`config.mk`:
```
export PLATFORM = sky130hd
export DESIGN_NAME = mem_port_arbiter_flat
export DESIGN_NICKNAME = d
export VERILOG_FILES = /design/src/rtl/mem_port_arbiter_pkg.sv /design/src/rtl/mem_port_arbiter_if.sv /design/src/rtl/mem_port_arbiter_timeout_counter.sv /design/src/rtl/mem_port_arbiter.sv /design/src/flat_wrapper.sv
export SDC_FILE = /design/constraint.sdc
export NUM_CORES = 1
export LEC_CHECK = 0
export ABC_AREA = 1
export CORE_MARGIN = 1
export CORE_UTILIZATION = 35
export CTS_CLUSTER_DIAMETER = 120
export DETAILED_ROUTE_END_ITERATION = 8
export GPL_TIMING_DRIVEN = 1
export PLACE_DENSITY = 0.76
export RECOVER_POWER = 100
export SETUP_SLACK_MARGIN = 0.15
export SYNTH_ARGS = -nofsm -noshare
export SYNTH_HDL_FRONTEND = slang
export SYNTH_HIERARCHICAL = 1
export SYNTH_SLANG_ARGS = --single-unit
```
`constraint.sdc`:
```
create_clock -name clock -period 3.2 [get_ports clock]
set_input_delay 0.48 -clock clock [delete_from_list [all_inputs] [get_ports clock]]
set_output_delay 0.48 -clock clock [all_outputs]
set_load 0.01 [all_outputs]
```
`src/rtl/mem_port_arbiter_pkg.sv`:
```
// Shared encodings for mem_port_arbiter: FSM states, owner IDs and bus op-length codes.
// Optional starvation guard is enabled with `define ARB_STARVATION_GUARD_EN.
package mem_port_arbiter_pkg;

    typedef enum logic [1:0] {
        ARB_IDLE     = 2'd0,
        ARB_BUSY_IF  = 2'd1,
        ARB_BUSY_MEM = 2'd2,
        ARB_DONE     = 2'd3
    } arb_state_e;

    typedef enum logic {
        ARB_OWNER_IF  = 1'b0,
        ARB_OWNER_MEM = 1'b1
    } arb_owner_e;

    // Access size codes shared with the load/store decoder; fetches always use word.
    localparam logic [2:0] OP_LEN_BYTE = 3'b000;
    localparam logic [2:0] OP_LEN_HALF = 3'b001;
    localparam logic [2:0] OP_LEN_WORD = 3'b010;

endpackage

```
`src/rtl/mem_port_arbiter_if.sv`:
```
// Request/response and memory bus signals around mem_port_arbiter.
// Handshake: a requester holds x_req and its payload until the single-cycle x_ready pulse; the memory answers a held bus_req with a single-cycle bus_ack.
interface mem_port_arbiter_if;
    logic        if_req;
    logic [31:0] if_address;
    logic [31:0] if_rdata;
    logic        if_ready;
    logic        mem_req;
    logic        mem_write;
    logic [31:0] mem_address;
    logic [31:0] mem_wdata;
    logic [2:0]  mem_op_length;
    logic [31:0] mem_rdata;
    logic        mem_ready;
    logic        bus_req;
    logic        bus_write;
    logic [31:0] bus_address;
    logic [31:0] bus_wdata;
    logic [2:0]  bus_op_length;
    logic [31:0] bus_rdata;
    logic        bus_ack;
    logic        err_timeout;

    modport slave (
        input  if_req, if_address, mem_req, mem_write, mem_address, mem_wdata,
               mem_op_length, bus_rdata, bus_ack,
        output if_rdata, if_ready, mem_rdata, mem_ready, bus_req, bus_write,
               bus_address, bus_wdata, bus_op_length, err_timeout
    );

    modport master (
        output if_req, if_address, mem_req, mem_write, mem_address, mem_wdata,
               mem_op_length, bus_rdata, bus_ack,
        input  if_rdata, if_ready, mem_rdata, mem_ready, bus_req, bus_write,
               bus_address, bus_wdata, bus_op_length, err_timeout
    );
endinterface

```
`src/rtl/mem_port_arbiter_timeout_counter.sv`:
```
// Counts bus cycles without an acknowledge; expired is asserted combinationally in the cycle that would reach TIMEOUT_CYCLES.
// TIMEOUT_CYCLES = 0 disables the timeout.
module arb_timeout_counter #(
    parameter int TIMEOUT_CYCLES = 16
) (
    input  logic clock,
    input  logic reset,
    input  logic clear,
    input  logic enable,
    output logic expired
);
    localparam int CNT_W = (TIMEOUT_CYCLES > 1) ? $clog2(TIMEOUT_CYCLES) : 1;

    generate
        if (TIMEOUT_CYCLES == 0) begin : g_off
            assign expired = 1'b0;
        end else begin : g_on
            logic [CNT_W-1:0] count;

            always_ff @(posedge clock) begin
                if (reset || clear) begin
                    count <= '0;
                end else if (enable) begin
                    count <= count + 1'b1;
                end
            end

            assign expired = enable && (count == CNT_W'(TIMEOUT_CYCLES - 1));
        end
    endgenerate
endmodule

```
`src/rtl/mem_port_arbiter.sv`:
```
// Shares one variable-latency bus port between instruction fetch and the MEM stage.
// Optional feature macro: ARB_STARVATION_GUARD_EN (forces a fetch grant after MAX_DATA_BURST data grants).
module mem_port_arbiter
    import mem_port_arbiter_pkg::*;
#(
    parameter int TIMEOUT_CYCLES = 16,
    parameter int MAX_DATA_BURST = 4
) (
    input  logic                  clock,
    input  logic                  reset,
    mem_port_arbiter_if.slave     port,
    output arb_state_e            state_dbg
);
    arb_state_e  state_q, state_next;
    arb_owner_e  owner_q, owner_next;
    logic        bus_write_q, bus_write_next;
    logic [31:0] bus_address_q, bus_address_next;
    logic [31:0] bus_wdata_q, bus_wdata_next;
    logic [2:0]  bus_op_length_q, bus_op_length_next;
    logic [31:0] if_rdata_q, if_rdata_next;
    logic [31:0] mem_rdata_q, mem_rdata_next;
    logic        timed_out_q, timed_out_next;
    logic        busy, expired, fetch_forced, grant_mem, grant_if;

    assign busy = (state_q == ARB_BUSY_IF) || (state_q == ARB_BUSY_MEM);

    arb_timeout_counter #(.TIMEOUT_CYCLES(TIMEOUT_CYCLES)) u_timeout (
        .clock   (clock),
        .reset   (reset),
        .clear   (!busy),
        .enable  (busy && !port.bus_ack),
        .expired (expired)
    );

`ifdef ARB_STARVATION_GUARD_EN
    localparam int BURST_W = (MAX_DATA_BURST > 0) ? $clog2(MAX_DATA_BURST + 1) : 1;
    logic [BURST_W-1:0] burst_q;

    assign fetch_forced = (burst_q == BURST_W'(MAX_DATA_BURST));

    // Only grants made in IDLE touch the burst count; it saturates at the limit.
    always_ff @(posedge clock) begin
        if (reset) begin
            burst_q <= '0;
        end else if (state_q == ARB_IDLE) begin
            if (grant_if) begin
                burst_q <= '0;
            end else if (grant_mem) begin
                if (!port.if_req) begin
                    burst_q <= '0;
                end else if (!fetch_forced) begin
                    burst_q <= burst_q + 1'b1;
                end
            end
        end
    end
`else
    assign fetch_forced = 1'b0;
`endif

    assign grant_mem = port.mem_req && !(port.if_req && fetch_forced);
    assign grant_if  = port.if_req && !grant_mem;

    always_comb begin
        state_next         = state_q;
        owner_next         = owner_q;
        bus_write_next     = bus_write_q;
        bus_address_next   = bus_address_q;
        bus_wdata_next     = bus_wdata_q;
        bus_op_length_next = bus_op_length_q;
        if_rdata_next      = if_rdata_q;
        mem_rdata_next     = mem_rdata_q;
        timed_out_next     = timed_out_q;
        case (state_q)
            ARB_IDLE: begin
                timed_out_next = 1'b0;
                if (grant_mem) begin
                    state_next         = ARB_BUSY_MEM;
                    owner_next         = ARB_OWNER_MEM;
                    bus_write_next     = port.mem_write;
                    bus_address_next   = port.mem_address;
                    bus_wdata_next     = port.mem_wdata;
                    bus_op_length_next = port.mem_op_length;
                end else if (grant_if) begin
                    state_next         = ARB_BUSY_IF;
                    owner_next         = ARB_OWNER_IF;
                    bus_write_next     = 1'b0;
                    bus_address_next   = port.if_address;
                    bus_wdata_next     = '0;
                    bus_op_length_next = OP_LEN_WORD;
                end
            end
            ARB_BUSY_IF, ARB_BUSY_MEM: begin
                // An ack in the expiry cycle wins, so no error is raised then.
                if (port.bus_ack) begin
                    state_next = ARB_DONE;
                    if (owner_q == ARB_OWNER_IF) begin
                        if_rdata_next = port.bus_rdata;
                    end else if (!bus_write_q) begin
                        mem_rdata_next = port.bus_rdata;
                    end
                end else if (expired) begin
                    state_next     = ARB_DONE;
                    timed_out_next = 1'b1;
                    if (owner_q == ARB_OWNER_IF) begin
                        if_rdata_next = '0;
                    end else begin
                        mem_rdata_next = '0;
                    end
                end
            end
            default: begin
                state_next = ARB_IDLE;
            end
        endcase
    end

    always_ff @(posedge clock) begin
        if (reset) begin
            state_q         <= ARB_IDLE;
            owner_q         <= ARB_OWNER_IF;
            bus_write_q     <= 1'b0;
            bus_address_q   <= '0;
            bus_wdata_q     <= '0;
            bus_op_length_q <= '0;
            if_rdata_q      <= '0;
            mem_rdata_q     <= '0;
            timed_out_q     <= 1'b0;
        end else begin
            state_q         <= state_next;
            owner_q         <= owner_next;
            bus_write_q     <= bus_write_next;
            bus_address_q   <= bus_address_next;
            bus_wdata_q     <= bus_wdata_next;
            bus_op_length_q <= bus_op_length_next;
            if_rdata_q      <= if_rdata_next;
            mem_rdata_q     <= mem_rdata_next;
            timed_out_q     <= timed_out_next;
        end
    end

    assign port.bus_req       = busy;
    assign port.bus_write     = bus_write_q;
    assign port.bus_address   = bus_address_q;
    assign port.bus_wdata     = bus_wdata_q;
    assign port.bus_op_length = bus_op_length_q;
    assign port.if_rdata      = if_rdata_q;
    assign port.mem_rdata     = mem_rdata_q;
    assign port.if_ready      = (state_q == ARB_DONE) && (owner_q == ARB_OWNER_IF);
    assign port.mem_ready     = (state_q == ARB_DONE) && (owner_q == ARB_OWNER_MEM);
    assign port.err_timeout   = (state_q == ARB_DONE) && timed_out_q;
    assign state_dbg          = state_q;
endmodule

```
`src/flat_wrapper.sv`:
```
// flat-port wrapper written by rule: the top's interface ports become plain ports
module mem_port_arbiter_flat import mem_port_arbiter_pkg::*;
#(
    parameter int TIMEOUT_CYCLES = 16,
    parameter int MAX_DATA_BURST = 4
)
  (clock, reset, state_dbg, port_if_req, port_if_address, port_mem_req, port_mem_write, port_mem_address, port_mem_wdata, port_mem_op_length, port_bus_rdata, port_bus_ack, port_if_rdata, port_if_ready, port_mem_rdata, port_mem_ready, port_bus_req, port_bus_write, port_bus_address, port_bus_wdata, port_bus_op_length, port_err_timeout);
  mem_port_arbiter_if port_i ();
  input  logic clock;
  input  logic reset;
  output arb_state_e state_dbg;
  input wire logic [$bits(port_i.if_req)-1:0] port_if_req;
  input wire logic [$bits(port_i.if_address)-1:0] port_if_address;
  input wire logic [$bits(port_i.mem_req)-1:0] port_mem_req;
  input wire logic [$bits(port_i.mem_write)-1:0] port_mem_write;
  input wire logic [$bits(port_i.mem_address)-1:0] port_mem_address;
  input wire logic [$bits(port_i.mem_wdata)-1:0] port_mem_wdata;
  input wire logic [$bits(port_i.mem_op_length)-1:0] port_mem_op_length;
  input wire logic [$bits(port_i.bus_rdata)-1:0] port_bus_rdata;
  input wire logic [$bits(port_i.bus_ack)-1:0] port_bus_ack;
  output wire logic [$bits(port_i.if_rdata)-1:0] port_if_rdata;
  output wire logic [$bits(port_i.if_ready)-1:0] port_if_ready;
  output wire logic [$bits(port_i.mem_rdata)-1:0] port_mem_rdata;
  output wire logic [$bits(port_i.mem_ready)-1:0] port_mem_ready;
  output wire logic [$bits(port_i.bus_req)-1:0] port_bus_req;
  output wire logic [$bits(port_i.bus_write)-1:0] port_bus_write;
  output wire logic [$bits(port_i.bus_address)-1:0] port_bus_address;
  output wire logic [$bits(port_i.bus_wdata)-1:0] port_bus_wdata;
  output wire logic [$bits(port_i.bus_op_length)-1:0] port_bus_op_length;
  output wire logic [$bits(port_i.err_timeout)-1:0] port_err_timeout;
  assign port_i.if_req = port_if_req;
  assign port_i.if_address = port_if_address;
  assign port_i.mem_req = port_mem_req;
  assign port_i.mem_write = port_mem_write;
  assign port_i.mem_address = port_mem_address;
  assign port_i.mem_wdata = port_mem_wdata;
  assign port_i.mem_op_length = port_mem_op_length;
  assign port_i.bus_rdata = port_bus_rdata;
  assign port_i.bus_ack = port_bus_ack;
  assign port_if_rdata = port_i.if_rdata;
  assign port_if_ready = port_i.if_ready;
  assign port_mem_rdata = port_i.mem_rdata;
  assign port_mem_ready = port_i.mem_ready;
  assign port_bus_req = port_i.bus_req;
  assign port_bus_write = port_i.bus_write;
  assign port_bus_address = port_i.bus_address;
  assign port_bus_wdata = port_i.bus_wdata;
  assign port_bus_op_length = port_i.bus_op_length;
  assign port_err_timeout = port_i.err_timeout;
  mem_port_arbiter #(.TIMEOUT_CYCLES(TIMEOUT_CYCLES), .MAX_DATA_BURST(MAX_DATA_BURST)) u_core (.clock(clock), .reset(reset), .port(port_i), .state_dbg(state_dbg));
endmodule
```
== After elaboration in Yosys (flattened, before gate mapping) ==
Index checks and enable logic that the tools add are counted.

* Register bits after elaboration: 140
* Input bits: 137
* Output and inout port bits: 138
* Logic and storage cells: 68

* Add/sub/neg operators: 1
* Equal/unequal tests: 9
* Multiplexer cells: 26
* Bitwise logic cells: 1
* Reduce and logical (&&, ||, !) cells: 21

{| class="wikitable"
|+ Operators with widths
! cell !! count
|-
| 32-bit 2-to-1 mux || 13
|-
| 2-bit 2-to-1 mux || 4
|-
| 1-bit logical AND || 6
|-
| 3-bit 2-to-1 mux || 2
|-
| 3-bit by 2-bit != test with 1-bit output, second input constant || 2
|-
| 3-bit AND reduction || 2
|-
| 2-bit nonzero test || 3
|-
| 1-bit 2-to-1 mux || 5
|-
| 4-bit by 1-bit adder with 4-bit output, second input constant || 1
|-
| 2-bit equality test, second input constant || 2
|-
| 4-bit equality test, second input constant || 1
|-
| 2-bit != test, second input constant || 2
|-
| 2-bit one-hot mux with 2 select lines || 1
|-
| 2-bit AND reduction || 2
|-
| 4-bit AND reduction || 1
|-
| 1-bit zero test || 3
|-
| 2-bit by 1-bit equality test with 1-bit output, second input constant || 1
|-
| 2-bit zero test || 1
|-
| 1-bit logical OR || 2
|-
| 2-bit by 1-bit != test with 1-bit output, second input constant || 1
|-
| 1-bit one-hot mux with 2 select lines || 1
|-
| 2-bit OR reduction || 1
|-
| 1-bit NOT || 1
|}

== Longest topological paths before layout ==
* Depth after elaboration: 7
* Gate-level depth with buffers: 14
* Mapped depth without buffers: 12

== By module ==
Netlist, hierarchy kept.

{| class="wikitable"
|+ Modules (own cells, without submodules)
! module !! times used !! cells each !! area an instance (µm²) !! sequential area each (µm²)
|-
| mem_port_arbiter || 1 || 837 || 5,851.9 || 2,722.6
|-
| arb_timeout_counter || 1 || 26 || 180.2 || 80.1
|}

== Least setup slack after synthesis ==
OpenSTA, ideal clock, no wires.

* Path type: flip-flop to flip-flop
* From: reg u_core.state_q[0] (netlist: u_core/state_dbg[0])
* To: reg u_core.mem_rdata_q[10] (netlist: u_core/port.mem_rdata[10])
* Library setup time: 113 ps
* Data arrival time: 2,246 ps
* Required time: 3,087 ps
* Slack: 841 ps
* Stages on the path, launching flop included: 14
* Path buffers: 2
* Period minus slack after synthesis: 2,359 ps
* Path through: dfxtp_1 -> inv_1 -> ha_1 -> buf_2 -> inv_1 -> nor2_1 -> nand3_1 -> nor2_1 -> nand2_1 -> nand2_2 -> nand2_4 -> buf_4 -> nor2_1 -> nor2_1

* Word-level cells in the longest chain between the ends: 6
* Elaborated cells on any way between the ends: 8
* Those cells by class: eq/ne: 2; reduce/logical: 6

{| class="wikitable"
|+ RTL lines
! what !! RTL line !! RTL
|-
| from (decl) || mem_port_arbiter.sv:14 || <nowiki>arb_state_e state_q, state_next;</nowiki>
|-
| from (signal assigned) || mem_port_arbiter.sv:130 || <nowiki>state_q <= state_next;</nowiki>
|-
| 2-bit by 1-bit equality test with 1-bit output or 2-bit equality test (tied branches) || mem_port_arbiter.sv:25 || <nowiki>assign busy = (state_q == ARB_BUSY_IF) || (state_q == ARB_BUSY_MEM);</nowiki>
|-
| 1-bit logical OR * || mem_port_arbiter.sv:25 ||
|-
| named net port_bus_req || flat_wrapper.sv:25 || <nowiki>output wire logic [$bits(port_i.bus_req)-1:0] port_bus_req;</nowiki>
|-
| 1-bit logical AND * || mem_port_arbiter.sv:31 || <nowiki>.enable (busy && !port.bus_ack),</nowiki>
|-
| 1-bit logical AND * || mem_port_arbiter_timeout_counter.sv:28 || <nowiki>assign expired = enable && (count == CNT_W'(TIMEOUT_CYCLES - 1));</nowiki>
|-
| named net u_core.expired || mem_port_arbiter.sv:23 || <nowiki>logic busy, expired, fetch_forced, grant_mem, grant_if;</nowiki>
|-
| 2-bit nonzero test (no source line) * || -- ||
|-
| 4-bit AND reduction (no source line) * || -- ||
|-
| to (signal assigned) || mem_port_arbiter.sv:137 || <nowiki>mem_rdata_q <= mem_rdata_next;</nowiki>
|-
| to (decl) || mem_port_arbiter.sv:21 || <nowiki>logic [31:0] mem_rdata_q, mem_rdata_next;</nowiki>
|}

Mark *: on every way through the listed nets, which the timed path passes. The rest lies on a longest branch.
A chain may end at the register's enable or synchronous reset.

== Final worst setup path ==
* From: reg u_core.state_q[0] (netlist: u_core/state_dbg[0])
* To: out port_bus_req

* Word-level cells in the longest chain between the ends: 2
* Elaborated cells on any way between the ends: 3
* Those cells by class: eq/ne: 2; reduce/logical: 1

{| class="wikitable"
|+ RTL lines
! what !! RTL line
|-
| 2-bit by 1-bit equality test with 1-bit output or 2-bit equality test (tied branches) || mem_port_arbiter.sv:25
|-
| 1-bit logical OR * || mem_port_arbiter.sv:25
|-
| to (decl) || flat_wrapper.sv:25
|}

Every way passes the cells marked *; elsewhere a longest branch is shown, timed or not.

==> results <==
- For this run, design rule violations remaining after detail routing come to 0.
- Counting flops and latches in the post-synthesis netlist gives 140.
- For this run, the post-layout net count is 1249.
- Summed over all cells, the static leakage comes to 4.25 nW.
- The effective utilization at floorplan is 36.1%.
- The top cell type by total area after synthesis is sky130_fd_sc_hd__dfxtp_1.
- The number of instances in the synthesized netlist is 863.
- The simple-gate share of the synthesized area is 34.1%.
- The maximum vdd ir drop is 400 uV.
- Wires add up to 19400 um.
- The final number of setup-violating endpoints is 0.
- The area of the mapped netlist is 6030 um^2.
- Routability-driven placement finished with a final weighted congestion of 0.820.
- Multiplexer cells account for 0% of the synthesized area.
- The worst setup path is launched from a flip-flop.
- Along the worst path, the maximum fanout reaches 35.
- The initial antenna violation count is 0.
- The hold violation total from the final report is 0.
- The routed layout has 6321 vias.
- The layout filler cell count is 1579.
- Setup repair after global routing left no endpoint under its margin.
- After routing, the total negative slack on setup checks comes to 0 ns.
- The CTS root buffer is sky130_fd_sc_hd__clkbuf_16.
- The internal power contribution is 4.30 mW.
- The minimum setup slack after placement is 0.534 ns.
- The total inserted antenna cells is 0.
- Clock-pin slew was measured on the worst setup and hold paths at 0.05 ns.
- The number of top-level design ports is 275.
- During synthesis, Yosys emitted a total of 6 warnings.
- The clock share of power is 29.2%.
- The clock period could shrink to 2.96 ns.
- The max-slew violation count is 1.
- Buffers placed on the I/O ports in this run total 274.
- The post-DP HPWL is 13300 um.
- The final reports fail on max-capacitance violations, max-slew violations.
- A synthesized cell averages 6.99 um^2.
- The area taken by flip-flops and latches is 2800 um^2.
- The flow ran to the end, but the final reports show violations.
- Using the TritonRoute via totals, the vias-per-cell ratio works out to 4.72.
- The share of the synthesized area in compound gates (AO/OA/AOI/OAI) is 10.6%.
- The top cell type's share of synthesized area is 46.5%.
- The core footprint is 16700 um^2.
- At the pin with the least slew margin, the transition time is 1.50 ns.
- The growth of design area from synthesis to finish is 56.3%.
- Counting distinct cell types in the post-synthesis netlist gives 21.
- Including well taps, the total number of placed cells is 1309.
- Headroom to the max-slew limit came out at -0.797%.
- The remaining antenna violation count is 0.
- The global router's overall resource usage is 21.4%.
- The die is 133 um tall.
- The net switching power figure is 2.38 mW.
- After floorplanning, the core was divided into 47 placement rows.
- The die covers 17800 um^2.
- The via count of the first global-routing pass is 5851.
- In the post-synthesis netlist, the biggest area contributors are sky130_fd_sc_hd__dfxtp_1 46%, sky130_fd_sc_hd__nand2_1 21%, sky130_fd_sc_hd__a21oi_1 10%, sky130_fd_sc_hd__nand3b_1 4.0%, sky130_fd_sc_hd__nor2_1 3.9%.
- The cell area power density is 709 nW/um^2.
- Max-cap violations in this run came to 1.
- Across all register-to-register paths, the minimum setup slack is 0.51 ns.
- The final worst clock skew is 0.00719 ns.
- The critical path required time is 2.72 ns.
- The final worst slack is 0.241 ns.
- The area of the multi-input gates is 2740 um^2.
- The H-tree level count is 4.
- After the first detailed-routing iteration, the DRC count stood at 333.
- In this run switching power makes up 35.6% of total power.
- The sequential area share after synthesis is 46.5%.
- The sort of element at the end of the critical path is a primary output.
- The later pin in the worst-skew pair is clocked with a latency of 0.41 ns.
- The path type of the worst min-delay path is in2reg.
- The combinational family with the most area after synthesis is simple AND/OR/NAND/NOR gates.
- Counting the buffers created by CTS gives 17.
- Of the total synthesized cell area, the portion taken by XOR and XNOR cells is 0%.
- TritonCTS built the clock tree.
- The post-route clock period utilization is 92.5%.
- The post-layout instance count excluding filler cells is 1340.
- The synthesized netlist devotes 0.830% of its cell area to adder and majority cells.
- The share of post-route cells with drive strength above 1 is 4.38%.
- Per report_power, the sequential group accounts for 33.3% of the total.
- The number of nets handed over by synthesis was 1004.
- Data arrives at the worst endpoint at 2.48 ns.
- The pre-antenna-repair detailed-routing pass consisted of 6 iterations.
- Combinational cells account for 37.5% of the total power.
- Static timing analysis puts the maximum clock frequency at 0.338 GHz.
- The path type of the worst setup path is reg2out.
- The first global-routing pass estimated 30000 um of wire.
- The overflow left after global routing is 0.
- In the final routed layout, each cell accounts on average for 14.4 um.
- From left edge to right edge, the die measures 133 um.
- The clock sink count is 140.
- The maximum number of pins on one net before global-route repair is 67.
- The maximum number of buffers from clock root to sink is 2.
[layout by cell type, fill, tap and decap left out]
master                            netlist  layout
sky130_fd_sc_hd__inv_6                  0       1
sky130_fd_sc_hd__clkbuf_1              27       3
sky130_fd_sc_hd__inv_1                 43      43
sky130_fd_sc_hd__o21ai_0                2       3
sky130_fd_sc_hd__dlygate4sd3_1          0     138
sky130_fd_sc_hd__ha_1                   4       4
sky130_fd_sc_hd__clkdlybuf4s50_1        0     134
sky130_fd_sc_hd__clkinvlp_4             0       4
sky130_fd_sc_hd__a21oi_1              123     123
sky130_fd_sc_hd__clkbuf_8               0       3
sky130_fd_sc_hd__bufinv_16              0       2
sky130_fd_sc_hd__nand3b_1              32      32
sky130_fd_sc_hd__inv_2                  1       1
sky130_fd_sc_hd__clkinv_2               0       1
sky130_fd_sc_hd__buf_12                 0       1
sky130_fd_sc_hd__nand2_4                1       2
sky130_fd_sc_hd__nand3_1               21      21
sky130_fd_sc_hd__nand2_2                2       1
sky130_fd_sc_hd__clkinv_4               0       1
sky130_fd_sc_hd__clkinv_1               2       2
sky130_fd_sc_hd__nand4_1               31      31
sky130_fd_sc_hd__nor2_1                63      64
sky130_fd_sc_hd__dfxtp_1              140     140
sky130_fd_sc_hd__clkbuf_16              0      17
sky130_fd_sc_hd__nand2_1              333     333
sky130_fd_sc_hd__buf_4                  5      13
sky130_fd_sc_hd__buf_2                 25       1
sky130_fd_sc_hd__clkbuf_2               0       1
[power groups by stage]
stage          Sequential (mW)  Clock, mW  Combinational (mW)
2_1_floorplan             2.41          0                1.32
3_3_place_gp              2.27          0                2.60
3_5_place_dp              2.27          0                2.63
4_1_cts                   2.24       1.99                2.65
5_1_grt                   2.27       2.08                2.74
6_report                  2.23       1.95                2.51
[area by class of cell]
class	instances	area share, %
multi-input cells	614	29.0
repair buffers	289	30.3
clock buffers	22	5.03
well taps	220	2.92
flip-flops and latches	140	29.7
clock inverters	9	1.19
inverters	46	1.83
[logic make-up (layout without fill, tap and decap cells)]
family	count (synthesis)	in the layout
flops	140	140
simple gates	484	484
buf+inv	109	366
fa+ha+maj	4	4
compound gates	126	126
[what timing repair did]
item	CTS	global route
buffers inserted	0	0
gates resized for setup	0	1
endpoints found under the setup margin	0	2
hold buffers	0	0
[metrics by stage]
stage	instance area, um^2	hold WS (ns)	power, mW	util [%]
2_1_floorplan	6030	0.444	3.73	-
3_3_place_gp	8860	0.448	4.87	53.0
3_5_place_dp	8860	0.452	4.91	53.0
4_1_cts	9450	0.439	6.88	56.6
5_1_grt	9430	0.448	7.08	56.5
6_report	9430	0.449	6.68	56.5
[cell usage after synthesis, drive strengths merged]
cell type / instances
nand2: 336
nor2: 64
clkinv: 2
inv: 44
nand3: 21
clkbuf: 27
o21ai: 3
nand3b: 32
nand4: 31
dfxtp: 140
ha: 4
buf: 36
a21oi: 123
[state kept, by name, summed over array words and instances, names as in the netlist, 2 cells and up]
signal                       cells
u_core/port.bus_address         32
u_core/port.bus_op_length        3
u_core/port.bus_wdata           32
u_core/port.if_rdata            32
u_core/port.mem_rdata           32
u_core/state_dbg                 2
u_core/u_timeout/g_on.count      4
[path summary, 6_finish.rpt]
kind	from	endpoint	cells past startpoint
worst max-delay path	u_core/state_dbg[0]	port_bus_req	4
worst min-delay path	port_bus_ack	u_core/timed_out_q	4
worst max register to register	u_core/state_dbg[0]	u_core/port.mem_rdata[23]	8
worst min register to register	u_core/port.bus_op_length[2]	u_core/port.bus_op_length[2]	2
[critical path: stages, from the launching register on]
cell and delay [ns]:
sky130_fd_sc_hd__dfxtp_1 0.35, sky130_fd_sc_hd__inv_1 0.09, sky130_fd_sc_hd__ha_1 0.30, sky130_fd_sc_hd__clkbuf_2 0.64, sky130_fd_sc_hd__clkdlybuf4s50_1 0.68
[layer usage]
| metal | vias to the layer above | track usage [%] | part of all wire (%) | routed length, um |
|---|---|---|---|---|
| met5 | - | 0 | 0 | 0 |
| met4 | 0 | 9.60 | 3.2 | 620 |
| met3 | 42 | 5.52 | 6.0 | 1170 |
| met2 | 207 | 35.5 | 48 | 9380 |
| met1 | 2818 | 26.0 | 42 | 8190 |
| li1 | 3254 | - | - | - |
(Power assumes the default switching activity.)
